--- src/rtl/imem_loader.sv ---
// Packs a length-prefixed byte stream into 32-bit words and writes them to instruction memory from address 0.
// Latency: mem_we rises the cycle after the 4th byte of a word is accepted; done pulses one cycle after the last write.
// Backpressure: rx_ready drops in IDLE, WRITE and DONE; stream stalls of any length are tolerated.
`timescale 1ns/1ps
module imem_loader #(
    parameter int ADDR_W    = 9,
    parameter int DATA_W    = 32,
    parameter int MEM_DEPTH = 512
) (
    input  logic              clk,
    input  logic              rst,
    input  logic              start,
    input  logic [7:0]        rx_data,
    input  logic              rx_valid,
    output logic              rx_ready,
    output logic              mem_we,
    output logic [ADDR_W-1:0] mem_addr,
    output logic [DATA_W-1:0] mem_wdata,
    output logic              busy,
    output logic              done,
    output logic              error,
    output logic [ADDR_W:0]   words_loaded
);

    typedef enum logic [2:0] {
        S_IDLE,
        S_LEN_LO,
        S_LEN_HI,
        S_DATA,
        S_WRITE,
        S_DONE
    } state_t;

    localparam logic [15:0]       MAX_LEN = 16'(MEM_DEPTH);
    localparam logic [ADDR_W:0]   WL_ONE  = 1;
    localparam logic [ADDR_W-1:0] A_ONE   = 1;

    state_t      state, state_nxt;
    logic [15:0] len_q;
    logic [1:0]  byte_idx;
    logic [15:0] len_full;
    logic        len_ok;
    logic        last_word;

    assign len_full  = {rx_data, len_q[7:0]};
    assign len_ok    = (len_full != 16'd0) && (len_full <= MAX_LEN);
    assign last_word = (16'(words_loaded) + 16'd1) == len_q;

    always_ff @(posedge clk or posedge rst) begin
        if (rst) state <= S_IDLE;
        else     state <= state_nxt;
    end

    always_comb begin
        state_nxt = state;
        rx_ready  = 1'b0;
        mem_we    = 1'b0;
        busy      = 1'b1;
        done      = 1'b0;
        case (state)
            S_IDLE: begin
                busy = 1'b0;
                if (start) state_nxt = S_LEN_LO;
            end
            S_LEN_LO: begin
                rx_ready = 1'b1;
                if (rx_valid) state_nxt = S_LEN_HI;
            end
            S_LEN_HI: begin
                rx_ready = 1'b1;
                if (rx_valid) state_nxt = len_ok ? S_DATA : S_IDLE;
            end
            S_DATA: begin
                rx_ready = 1'b1;
                if (rx_valid && byte_idx == 2'd3) state_nxt = S_WRITE;
            end
            S_WRITE: begin
                mem_we    = 1'b1;
                state_nxt = last_word ? S_DONE : S_DATA;
            end
            S_DONE: begin
                done      = 1'b1;
                state_nxt = S_IDLE;
            end
            default: state_nxt = S_IDLE;
        endcase
    end

    // The address is held after the final write so it can never wrap past the top of memory.
    always_ff @(posedge clk or posedge rst) begin
        if (rst) begin
            len_q        <= '0;
            byte_idx     <= '0;
            mem_addr     <= '0;
            mem_wdata    <= '0;
            error        <= 1'b0;
            words_loaded <= '0;
        end else begin
            case (state)
                S_IDLE: begin
                    if (start) begin
                        error        <= 1'b0;
                        words_loaded <= '0;
                        byte_idx     <= '0;
                        mem_addr     <= '0;
                    end
                end
                S_LEN_LO: begin
                    if (rx_valid) len_q[7:0] <= rx_data;
                end
                S_LEN_HI: begin
                    if (rx_valid) begin
                        len_q[15:8] <= rx_data;
                        if (!len_ok) error <= 1'b1;
                    end
                end
                S_DATA: begin
                    if (rx_valid) begin
                        mem_wdata[{byte_idx, 3'b000} +: 8] <= rx_data;
                        byte_idx <= byte_idx + 2'd1;
                    end
                end
                S_WRITE: begin
                    words_loaded <= words_loaded + WL_ONE;
                    if (!last_word) mem_addr <= mem_addr + A_ONE;
                end
                default: ;
            endcase
        end
    end

endmodule
--- config.mk ---
export PLATFORM = sky130hd
export DESIGN_NAME = imem_loader
export DESIGN_NICKNAME = d
export VERILOG_FILES = /design/src/rtl/imem_loader.sv
export SDC_FILE = /design/constraint.sdc
export NUM_CORES = 1
export LEC_CHECK = 0
export CAP_MARGIN = 20
export CORE_UTILIZATION = 52
export CTS_CLUSTER_DIAMETER = 50
export DETAILED_ROUTE_END_ITERATION = 10
export GPL_ROUTABILITY_DRIVEN = 0
export PLACE_DENSITY = 0.89
export SYNTH_ARGS = -nofsm -noshare
export SYNTH_HDL_FRONTEND = slang
export SYNTH_SLANG_ARGS = --single-unit
--- constraint.sdc ---
create_clock -name clk -period 3.2 [get_ports clk]
set_input_delay 0.64 -clock clk [delete_from_list [all_inputs] [get_ports clk]]
set_output_delay 0.64 -clock clk [all_outputs]
set_load 0.02 [all_outputs]
==> metrics <==
Finish-stage setup viols 0; area occupied by registers 1830 µm²; TritonCTS Buffers 9; ANT cells 0; Hold Fails Final Rpt 0; clock slew at reported path FFs 0.07 ns; Layout Nets 464; syn_nets 400; layout cells sized above 1 9.80%; vias post-DR 3178; leakage power 0.00190 µW; drt total wl between 9 and 10 mm; Area Growth Syn to Fin 26.4%; Tot GR Track Use 26.1%; IO Count 68; CTS Buffer Depth 2; total negative slack 0 ns; average wire per standard cell 17.1 µm; initial antenna violation count 0; CTS Hold Bufs 0; die width 85.4 µm; Tcrit/Tclk final 90.0%; sw power 1190 µW; internal power about 2200 µW; startpoint types flop; min cycle time layout 2.88 ns; Sequential Power Share about two fifths; pwr/cell area 731 nW/µm²; CTS tree done; Starting Density 53.6%; critical path peak fanout 13; Layout Skew 0.00860 ns; Detailed Routing Iterations Pass 1 5; Detailed Place HPWL 6.05 mm; crit path kind flop to flop; combinational share of power 34.6%; first-pass GRT wire length 14.8 mm; CP Capture Type flop; vias in the first global route just under 3000; Netlist cell types 45; fill count 513; largest net degree at the start of global routing 45; IO buf count 67; Syn. warnings 0; die height roughly 85 µm; post-CTS sizing 0; class of the worst hold path flop to flop; # DRC 0; outcome completed; Core Util, Final 67.7%; Clock Power Share 23.9%; via/cell ratio ~6.0; Seq/Total Area, Yosys 50.5%; slew margin rel. 36.9%; Setup Buffers After CTS 0; CP Data Arrival Time between 3 and 4 ns; grt ovf 0; flops & latches, synth 73; Sw Share 35.5%; # clock sinks 73; Slew @ Worst Pin 0.944 ns; worst skew pair latency 0.35 ns; clock root cell clkbuf_8; Final ANT Viol Nets 0; Initial DRC Count 268; Peak VDD IR 0.552 mV; Mapped Area about 3600 µm²; core area just under 7000 µm²; Cells after Synth 381; Fmax 347 MHz; number of max-cap violations 0; critical path required time 3.47 ns; syn_area_per_cell approximately 9.5 µm²; RSZ-0062 raised after global routing false; H-tree depth 3; Multi-input gate area 1670 µm²; die area 7300 µm²; # rows 30; fin. max-slew vios 0
## layout make-up
class / instances / area share [%]
Inverter: 6 / 0.492
Tap cell: 80 / 2.19
Clock buffer: 11 / 3.09
Clock inverter: 4 / 1.67
Multi-Input combinational cell: 281 / 36.5
Timing Repair Buffer: 74 / 16.1
Sequential cell: 73 / 39.9
## worst paths after layout
path,startpoint,end,slack [ns],cells past startpoint
setup / recovery,words_loaded[0]$_DFFE_PP0P_,mem_addr[3]$_DFFE_PP0P_,0.32,9
hold reg to reg,mem_wdata[31]$_DFFE_PP0P_,mem_wdata[31]$_DFFE_PP0P_,0.48,2
max in group asynchronous,rst,mem_addr[4]$_DFFE_PP0P_,1.84,3
setup reg to reg,words_loaded[0]$_DFFE_PP0P_,mem_addr[3]$_DFFE_PP0P_,0.32,9
hold / removal,mem_wdata[31]$_DFFE_PP0P_,mem_wdata[31]$_DFFE_PP0P_,0.48,2
min in group asynchronous,rst,mem_wdata[23]$_DFFE_PP0P_,0.70,2
## sequential cells by signal, indices dropped and copies added (netlist names)
signal,cells
error,1
words_loaded,10
len_q,16
byte_idx,2
state,3
mem_wdata,32
mem_addr,9
## layer usage
| layer | track usage (%) | vias to the layer above | wire length [µm] |
|---|---|---|---|
| li1 | - | 1468 | - |
| met1 | 35.3 | 1567 | 3850 |
| met2 | 42.3 | 118 | 4530 |
| met3 | 3.99 | 25 | 442 |
| met4 | 11.2 | 0 | 212 |
| met5 | 0 | - | 0 |
## kinds of logic after synthesis
group / Yosys count / synth area share (%)
AO/OA/AOI/OAI: 94 / 15.3
flip-flops: 73 / 50.5
XOR/XNOR: 16 / 3.87
adder cells (fa/ha/maj): 7 / 2.42
AND/OR/NAND/NOR: 146 / 18.9
multiplexers: 18 / 5.57
buffers and inverters: 27 / 3.46
## critical path, cell delays in order (launching register included)
cell	delay, ns
dfrtp_1	0.48
ha_1	0.35
nand4_1	0.15
or4b_1	0.48
o21ai_1	0.09
mux2i_1	0.08
or4b_4	0.64
buf_4	0.20
a21o_1	0.17
a31oi_1	0.16
## through the flow
| step | setup WS, ns | area [µm²] | hold slack, ns | total power (µW) | instances |
|---|---|---|---|---|---|
| 6_report | 0.320 | 4570 | 0.482 | 3340 | 529 |
| 5_1_grt | 0.146 | 4570 | 0.506 | 3510 | 529 |
| 4_1_cts | 0.142 | 4570 | 0.487 | 3340 | 529 |
| 3_5_place_dp | 0.178 | 4350 | 0.470 | 2530 | 514 |
| 3_3_place_gp | 0.290 | 4350 | 0.460 | 2480 | 514 |
| 2_1_floorplan | 0.414 | 3620 | 0.481 | 2080 | 381 |
## synthesized netlist by cell type, drive strengths merged
master  instances  area (µm²)
a31oi          12        75.1
nor2b           2        12.5
ha              7        87.6
or3             1        6.26
nor4b           2        23.8
mux2           17         191
mux2i           1        10.0
dfrtp          73        1830
a221oi          1        8.76
nor3b           4        30.0
and2            2        12.5
o21ai          54         270
and3            6        37.5
o22a            1        8.76
a22oi           1        7.51
nand4           6        37.5
xnor2           8        70.1
or4b            2        20.0
clkbuf         14        52.6
nand3b          2        15.0
o31ai           3        22.5
a21o            4        30.0
buf             7        50.0
inv             6        22.5
and4            2        17.5
and3b           1        8.76
xor2            8        70.1
nand2          86         323
nor4            3        18.8
a211oi          1        7.51
o21a            2        15.0
o211ai          1        7.51
nor2           11        41.3
nor3            9        45.0
a22o            2        17.5
a31o            3        26.3
a41oi           2        17.5
a21oi           6        30.0
a32o            1        10.0
nand3           7        35.0
## layout by cell type (no fill, tap or decap), drive strengths merged, types with 2 or more instances in the layout
cell	instances
nor3	9
a31oi	12
o31ai	3
nand3b	2
a21o	4
nor4b	2
mux2	17
and4	2
a21oi	6
and2	2
xnor2	8
ha	7
o21a	2
inv	7
clkdlybuf4s50	67
clkbuf	11
nor3b	4
nand2	86
buf	7
nor2b	2
dfrtp	73
o21ai	54
bufinv	2
nand3	7
xor2	8
nor2	11
and3	6
a41oi	2
a31o	3
nor4	3
or4b	2
a22o	2
nand4	6
## power groups by stage
stage	clock network, µW	logic, µW	registers [µW]
2_1_floorplan	0	651	1430
3_3_place_gp	0	1090	1380
6_report	798	1160	1390
3_5_place_dp	0	1140	1400
5_1_grt	841	1240	1420
4_1_cts	803	1150	1390
No activity file was read; power rests on OpenSTA's default activity.
